--- src/rtl/logic_axi4_stream_packet_arbiter_pkg.sv ---
// Shared types and helpers for the packet-level AXI4-Stream arbiter.
package logic_axi4_stream_packet_arbiter_pkg;

    typedef enum logic [0:0] {
        IDLE   = 1'b0,
        LOCKED = 1'b1
    } state_t;

    // Width of an index into a vector of n requesters, never narrower than one bit.
    function automatic int idx_width(input int n);
        return (n > 1) ? $clog2(n) : 1;
    endfunction

endpackage

--- src/rtl/logic_axi4_stream_packet_arbiter_rr.sv ---
// Combinational round-robin picker: searches upward from the input after
// last_owner, wrapping around, and reports the first requesting index.
module logic_axi4_stream_packet_arbiter_rr
    import logic_axi4_stream_packet_arbiter_pkg::*;
#(
    parameter int INPUTS = 4,
    localparam int IDX_W = idx_width(INPUTS)
) (
    input  logic [INPUTS-1:0] req,
    input  logic [IDX_W-1:0]  last_owner,
    output logic              found,
    output logic [IDX_W-1:0]  winner
);

    int               cand_sum;
    logic [IDX_W-1:0] cand;

    // Walk the candidates in priority order; the first hit wins.
    always_comb begin
        found    = 1'b0;
        winner   = '0;
        cand_sum = 0;
        cand     = '0;
        for (int k = 1; k <= INPUTS; k++) begin
            cand_sum = int'(last_owner) + k;
            if (cand_sum >= INPUTS) begin
                cand_sum = cand_sum - INPUTS;
            end
            cand = IDX_W'(cand_sum);
            if (!found && req[cand]) begin
                found  = 1'b1;
                winner = cand;
            end
        end
    end

endmodule

--- src/rtl/logic_axi4_stream_packet_arbiter.sv ---
// Packet-level round-robin arbiter sharing one registered AXI4-Stream output
// among INPUTS requesters. A winner keeps the grant until its last beat is
// accepted, so packets from different inputs are never interleaved.
module logic_axi4_stream_packet_arbiter
    import logic_axi4_stream_packet_arbiter_pkg::*;
#(
    parameter int INPUTS      = 4,
    parameter int TDATA_BYTES = 4,
    parameter int TDEST_WIDTH = 1,
    parameter int TUSER_WIDTH = 1,
    parameter int TID_WIDTH   = 1,
    parameter int USE_TLAST   = 1,
    parameter int USE_TKEEP   = 1,
    parameter int USE_TSTRB   = 1
) (
    input  logic                                     aclk,
    input  logic                                     areset,
    input  logic [INPUTS-1:0]                        rx_tvalid,
    input  logic [INPUTS-1:0]                        rx_tlast,
    input  logic [INPUTS-1:0][TDATA_BYTES-1:0][7:0]  rx_tdata,
    input  logic [INPUTS-1:0][TDATA_BYTES-1:0]       rx_tstrb,
    input  logic [INPUTS-1:0][TDATA_BYTES-1:0]       rx_tkeep,
    input  logic [INPUTS-1:0][TDEST_WIDTH-1:0]       rx_tdest,
    input  logic [INPUTS-1:0][TUSER_WIDTH-1:0]       rx_tuser,
    input  logic [INPUTS-1:0][TID_WIDTH-1:0]         rx_tid,
    output logic [INPUTS-1:0]                        rx_tready,
    output logic                                     tx_tvalid,
    output logic                                     tx_tlast,
    output logic [TDATA_BYTES-1:0][7:0]              tx_tdata,
    output logic [TDATA_BYTES-1:0]                   tx_tstrb,
    output logic [TDATA_BYTES-1:0]                   tx_tkeep,
    output logic [TDEST_WIDTH-1:0]                   tx_tdest,
    output logic [TUSER_WIDTH-1:0]                   tx_tuser,
    output logic [TID_WIDTH-1:0]                     tx_tid,
    input  logic                                     tx_tready,
    output logic [INPUTS-1:0]                        grant
);

    localparam int IDX_W = idx_width(INPUTS);

    state_t           state_q;
    state_t           state_d;
    logic [IDX_W-1:0] owner_q;
    logic [IDX_W-1:0] owner_d;
    logic [IDX_W-1:0] last_owner_q;
    logic [IDX_W-1:0] last_owner_d;

    logic             rr_found;
    logic [IDX_W-1:0] rr_winner;

    logic             out_free;
    logic             accept;
    logic             accept_last;

    logic_axi4_stream_packet_arbiter_rr #(
        .INPUTS(INPUTS)
    ) u_rr (
        .req       (rx_tvalid),
        .last_owner(last_owner_q),
        .found     (rr_found),
        .winner    (rr_winner)
    );

    assign out_free    = !tx_tvalid || tx_tready;
    assign accept      = (state_q == LOCKED) && rx_tvalid[owner_q] && out_free;
    assign accept_last = (USE_TLAST != 0) ? rx_tlast[owner_q] : 1'b1;

    // One-hot owner while locked; ready follows the grant only when the output slot can take a beat.
    always_comb begin
        grant = '0;
        if (state_q == LOCKED) begin
            grant[owner_q] = 1'b1;
        end
        rx_tready = out_free ? grant : '0;
    end

    // Arbitration state, current owner and the priority pointer.
    always_ff @(posedge aclk) begin
        if (areset) begin
            state_q      <= IDLE;
            owner_q      <= '0;
            last_owner_q <= IDX_W'(INPUTS - 1);
        end else begin
            state_q      <= state_d;
            owner_q      <= owner_d;
            last_owner_q <= last_owner_d;
        end
    end

    // Lock onto the round-robin winner in IDLE; release after the owner's last beat.
    always_comb begin
        state_d      = state_q;
        owner_d      = owner_q;
        last_owner_d = last_owner_q;
        case (state_q)
            IDLE: begin
                if (rr_found) begin
                    owner_d = rr_winner;
                    state_d = LOCKED;
                end
            end
            LOCKED: begin
                if (accept && accept_last) begin
                    last_owner_d = owner_q;
                    state_d      = IDLE;
                end
            end
            default: begin
                state_d = IDLE;
            end
        endcase
    end

    // Output register: load on an accepted beat, otherwise drain when downstream is ready.
    always_ff @(posedge aclk) begin
        if (areset) begin
            tx_tvalid <= 1'b0;
            tx_tlast  <= 1'b0;
            tx_tdata  <= '0;
            tx_tstrb  <= '0;
            tx_tkeep  <= '0;
            tx_tdest  <= '0;
            tx_tuser  <= '0;
            tx_tid    <= '0;
        end else if (accept) begin
            tx_tvalid <= 1'b1;
            tx_tlast  <= accept_last;
            tx_tdata  <= rx_tdata[owner_q];
            tx_tstrb  <= (USE_TSTRB != 0) ? rx_tstrb[owner_q] : '1;
            tx_tkeep  <= (USE_TKEEP != 0) ? rx_tkeep[owner_q] : '1;
            tx_tdest  <= rx_tdest[owner_q];
            tx_tuser  <= rx_tuser[owner_q];
            tx_tid    <= rx_tid[owner_q];
        end else if (tx_tready) begin
            tx_tvalid <= 1'b0;
        end
    end

endmodule

--- config.mk ---
export PLATFORM = sky130hd
export DESIGN_NAME = logic_axi4_stream_packet_arbiter
export DESIGN_NICKNAME = d
export VERILOG_FILES = /design/src/rtl/logic_axi4_stream_packet_arbiter_pkg.sv /design/src/rtl/logic_axi4_stream_packet_arbiter_rr.sv /design/src/rtl/logic_axi4_stream_packet_arbiter.sv
export SDC_FILE = /design/constraint.sdc
export NUM_CORES = 1
export LEC_CHECK = 0
export CORE_AREA = 4 4 104 106
export DETAILED_ROUTE_END_ITERATION = 8
export DIE_AREA = 0 0 108 110
export GPL_TIMING_DRIVEN = 1
export PLACE_DENSITY = 0.81
export SLEW_MARGIN = 0
export SYNTH_ARGS = -nofsm -noshare
export SYNTH_HDL_FRONTEND = slang
export SYNTH_HIERARCHICAL = 1
export SYNTH_SLANG_ARGS = --single-unit
--- constraint.sdc ---
create_clock -name aclk -period 2.25 [get_ports aclk]
set_clock_uncertainty 0.05 [all_clocks]
set_input_delay 0.3375 -clock aclk [delete_from_list [all_inputs] [get_ports aclk]]
set_output_delay 0.3375 -clock aclk [all_outputs]
set_load 0.01 [all_outputs]
### Word-level counts from Yosys, hierarchy flattened

Index checks and enable logic that the tools add are counted.
Widths: inputs -> output; s select.

* mux-type cells: 45
* add/subtract/negate cells: 8
* bitwise logic cells: 1
* magnitude comparators: 10
* reductions and logical operators: 15

Operators with widths (number)
* $bmux 32 s2: 1
* $mux 32: 1
* $bmux 1 s2: 9
* $mux 1: 18
* $bmux 4 s2: 2
* $mux 2: 8
* $mux 4: 4
* $lt 2x3->1 const B: 5
* $ge 3x3->1 const B: 3
* $sub 2x1->2 const B: 4
* $logic_and 1x1->1: 7
* $add 2x2->3 const B: 2
* $add 2x3->4 const B: 1
* $ge 4x3->1 const B: 1
* $logic_not 1->1: 4
* $reduce_and 2->1: 2
* $add 2x1->3 const B: 1
* $demux 1 s2: 1
* $ge 2x1->1 const B: 1
* $pmux 1 s2: 1
* $reduce_bool 2->1: 1
* $logic_or 1x1->1: 1
* $not 1->1: 1

* output and inout port bits: 53
* register bits: 50

### Longest topological paths before layout

* word-level depth: 17
* mapped depth: 7
* mapped depth without buffers: 5

### Modules after synthesis

Netlist, hierarchy kept.

By module, submodules not included
* logic_axi4_stream_packet_arbiter: sequential area each 1001.0 sq um, area each 3487.1 sq um, cells each 347, times used 1
* logic_axi4_stream_packet_arbiter_rr: sequential area each 0.0 sq um, area each 91.3 sq um, cells each 14, times used 1

### Worst setup path after synthesis

No wires, ideal clock.

* path kind: register to output
* start: register owner_q[1]
* end: output port rx_tready[0]
* buffers on the path: 3
* setup slack: 482 ps
* arrival time: 1381 ps
* required time: 1862 ps
* stages on the path, launching flop included: 6
* path through: dfxtp_1 > buf_2 > buf_2 > buf_2 > nor3b_1 > and2_1

* longest elaborated chain between the ends: 6
* elaborated cells between the ends (all ways): 7

Ends and longest elaborated chain
* from (decl): RTL line logic_axi4_stream_packet_arbiter.sv:43 `logic [IDX_W-1:0] owner_q;`
* from (signal assigned): RTL line logic_axi4_stream_packet_arbiter.sv:85 `owner_q <= owner_d;`
* $lt 2x3->1 (not written as such) or $ge 2x1->1 (tied branches): RTL line logic_axi4_stream_packet_arbiter.sv:72 `grant[owner_q] = 1'b1;`
* $logic_and 1x1->1 (not written as such): RTL line logic_axi4_stream_packet_arbiter.sv:72
* $mux 1 (not written as such): RTL line logic_axi4_stream_packet_arbiter.sv:72
* $demux 1 s2 *: RTL line logic_axi4_stream_packet_arbiter.sv:72
* $mux 4 *: RTL line logic_axi4_stream_packet_arbiter.sv:71 `if (state_q == LOCKED) begin`
* via grant[0]: RTL line logic_axi4_stream_packet_arbiter.sv:36 `output logic [INPUTS-1:0] grant`
* $mux 4 *: RTL line logic_axi4_stream_packet_arbiter.sv:74 `rx_tready = out_free ? grant : '0;`
* to (decl): RTL line logic_axi4_stream_packet_arbiter.sv:26 `output logic [INPUTS-1:0] rx_tready,`

The timed path passes the listed nets; every way through them passes the cells marked *.

### Worst setup path after layout

* start: input port tx_tready
* end: output port rx_tready[3]

* longest elaborated chain between the ends: 2

Ends and longest elaborated chain
* from (decl): RTL line logic_axi4_stream_packet_arbiter.sv:35 `input logic tx_tready,`
* $logic_or 1x1->1: RTL line logic_axi4_stream_packet_arbiter.sv:64 `assign out_free = !tx_tvalid || tx_tready;`
* $mux 4: RTL line logic_axi4_stream_packet_arbiter.sv:74

No other way between the ends.

==> out/summary.json <==
{
  "worst_hold_path": {
    "worst_hold_path_type": "in2reg",
    "min_delay_path_depth": 2,
    "min_to": "owner_q[1]",
    "worst_hold_startpoint": "areset"
  },
  "finish": {
    "areaGrowthSynthToFinish_pct": 70.9,
    "antenna_cells_inserted": 0,
    "fillers": 814,
    "final_util_pct": 62.6,
    "layout.cells.most_common_list": "sky130_fd_sc_hd__clkdlybuf4s50_1, sky130_fd_sc_hd__a21oi_1, sky130_fd_sc_hd__dfxtp_1, sky130_fd_sc_hd__mux4_2, sky130_fd_sc_hd__inv_1",
    "final_layout_size_suffix_gt1_share_pct": 12.9,
    "final_nets": 750,
    "final-instance-count-excl-fill": 700,
    "final_common_cell": "sky130_fd_sc_hd__clkdlybuf4s50_1"
  },
  "power_and_ir_drop": {
    "comb_power_share_pct": 41.0,
    "seqPwrFrac_pct": 36.2,
    "power.switching_uw": 775,
    "total_power_uw": 2810,
    "power.share.switching_pct": 27.6,
    "cell_internal_pwr_uw": 2030,
    "highest_ir_drop_seen_on_vdd_mv": 0.227,
    "total_leakage_power_uw": 0.00204,
    "clock_power_share_pct": 22.8,
    "power-per-cell-area_mw_per_mm2": 459
  },
  "sta": {
    "timing_worst_slew_pin_value_ps": 434,
    "maxClockFrequency_ghz": 0.477,
    "maxSlewHeadroom_pct": 71.1,
    "fin_worst_hold_slack_ps": 374,
    "finalCritPeriodShare_pct": 93.1,
    "setup-violations-final": 0,
    "setup_tns_ps": 0,
    "finalMaxSlewViolations": 0,
    "period_needed_ps": 2100,
    "rsz_0062_raised_after_global_routing": "false",
    "hold_vio_cnt_final": 0
  },
  "synthesis": {
    "postSynthAreaPerCell_um2": 9.91,
    "yosys.cell_types.count": 25,
    "synth_top_area_share_pct": 28.3,
    "synth-warning-count": 6,
    "synthTopCellsByArea": "sky130_fd_sc_hd__mux4_2, sky130_fd_sc_hd__dfxtp_1, sky130_fd_sc_hd__a31o_1",
    "synth_area_mm2": 0.00358,
    "synth.ff_latch_count": 50,
    "yosys.area.top_type": "sky130_fd_sc_hd__mux4_2",
    "synth.yosys.seq_area_share_pct": 28.0,
    "mappedNetlistNets": 544,
    "syn_inst": 361
  },
  "floorplanning": {
    "vertical_extent_of_the_die_um": 110,
    "floorplan.io_pins": 236,
    "die_w_um": 108,
    "die_area_mm2": 0.0119,
    "row_count": 36,
    "initial_core_util_pct": 36.6,
    "core_area_mm2": 0.00977
  },
  "worst_setup_path": {
    "timing.critical_path.required_ps": 1860,
    "critical_path_start_type": "input pin",
    "setup.reg_to_reg.worst_slack_ps": 360,
    "endpoint_kind": "output port",
    "cp.arrival_ps": 1710,
    "rr_endpoint": "tx_tdata[20]",
    "worst_r2r_path_depth": 4,
    "timing.rr.start": "owner_q[0]",
    "critPathMaxFanout": 5,
    "worstSetupPathType": "in2out"
  },
  "clock_network": {
    "root_buffer": "sky130_fd_sc_hd__clkbuf_8",
    "cts_sinks": 50,
    "cts_tree": "done",
    "ctsResizeCount": 0,
    "postCtsSetupBuffers": 0,
    "clock_transition_at_path_regs_ps": 90,
    "hold_buffers": 0,
    "htree_levels": 2,
    "tritoncts.num_buffers": 5,
    "worstSkewPairLatency_ps": 290,
    "clock_path_buffers": 2
  },
  "drt": {
    "finalWirelength_um": 11900,
    "antenna_violating_nets_post_route": 0,
    "detail_route.wl_per_cell_um": 17.0,
    "drc_markers": 0,
    "post_drt_via_cell_ratio": 5.32,
    "first_pass_iters": 4,
    "routed-via-count": 3723,
    "drt_iter0_drc": 156
  },
  "grt": {
    "grt_remaining_overflow": 0,
    "grt_pass1_wl_um": 17700,
    "pin_count_of_the_biggest_net_entering_global_routing": 91,
    "initial_antenna_violation_count": 0,
    "first_global_vias": 3708,
    "globalRouteTotalUtil_pct": 18.7
  },
  "placement": {
    "port_buffers": 235,
    "dp.final_hpwl_um": 9570,
    "placedCellCount": 693,
    "place.gp.congestion": 0.730
  },
  "run_status": {
    "status": "finished clean"
  },
  "run": {
    "maxCapViolCount": 0
  }
}
==> cells by family (layout without fill, tap and decap cells) <==
kind of cell / Yosys count / count (layout) / synth area share, %
compound gates: 97 / 97 / 19.0
buf+inv: 94 / 300 / 11.7
simple gates: 70 / 70 / 11.7
mux: 50 / 50 / 29.7
flops: 50 / 50 / 28.0
==> layer usage <==
| metal | GRT usage (%) | routed length [um] | vias to the layer above | part of all wire, % |
|---|---|---|---|---|
| met3 | 4.95 | 1050 | 16 | 8.8 |
| li1 | - | - | 1785 | - |
| met5 | 0 | 0 | - | 0 |
| met1 | 19.7 | 4210 | 1763 | 35 |
| met2 | 36.3 | 6460 | 159 | 54 |
| met4 | 5.23 | 172 | 0 | 1.4 |
==> synthesized netlist by cell type (all sizes together) <==
cell type  count
nor3b          1
and3           2
and2           4
and2b          1
mux2i          5
a221o          2
dfxtp         50
a21oi         48
nand2          4
clkbuf        28
mux4          45
a31oi          1
inv           45
a211oi         1
o221ai         1
a31o          44
buf           21
nor2           7
nand2b         4
nand4         44
nor2b          3
==> registers in the layout, summed over array words and instances, names as in the netlist <==
signal,cells
last_owner_q,2
owner_q,2
state_q,1
tx_tdata,32
tx_tdest,1
tx_tid,1
tx_tkeep,4
tx_tlast,1
tx_tstrb,4
tx_tuser,1
tx_tvalid,1
==> through the flow <==
stage	cell area (um2)	worst slack, ps
after floorplan	3580	482
after global placement	6000	125
after detailed placement	6000	123
after CTS	6120	132
after global routing	6120	77.9
final	6120	155
==> power by group through the flow <==
| stage | Sequential [uW] | Clock, uW | Combinational [uW] |
|---|---|---|---|
| CTS | 1020 | 661 | 1160 |
| global placement | 1040 | 0 | 1140 |
| floorplan | 1050 | 0 | 584 |
| detailed placement | 1040 | 0 | 1160 |
| global route | 1030 | 688 | 1240 |
| finish | 1020 | 639 | 1150 |
==> worst max-delay path, cell delays in order <==
cell and delay, ps:
sky130_fd_sc_hd__clkdlybuf4s50_1 510, sky130_fd_sc_hd__nand2b_4 190, sky130_fd_sc_hd__and2_1 130, sky130_fd_sc_hd__clkdlybuf4s50_1 540
==> layout make-up <==
| class | instances | area (um2) | share of cell area [%] |
|---|---|---|---|
| Timing Repair Buffer | 248 | 2490 | 40.8 |
| Clock inverter | 1 | 30.0 | 0.491 |
| Inverter | 45 | 169 | 2.76 |
| Tap cell | 133 | 166 | 2.72 |
| Clock buffer | 6 | 82.6 | 1.35 |
| Multi-Input combinational cell | 217 | 2170 | 35.4 |
| Sequential cell | 50 | 1010 | 16.5 |
==> how the worst max path moves through the flow <==
stage                     slack (ps)      endpoint    startpoint  depth (start not counted)
after floorplan                  480  rx_tready[0]    owner_q[1]                          5
after global placement           120  rx_tready[3]     tx_tready                          4
after detailed placement         120   tx_tdata[4]  rx_tvalid[2]                          5
after CTS                        130  rx_tready[1]     tx_tready                          4
after global routing              80  rx_tready[1]    owner_q[0]                          4
final                            150  rx_tready[3]     tx_tready                          4
Power figures use the tool's default switching activity.
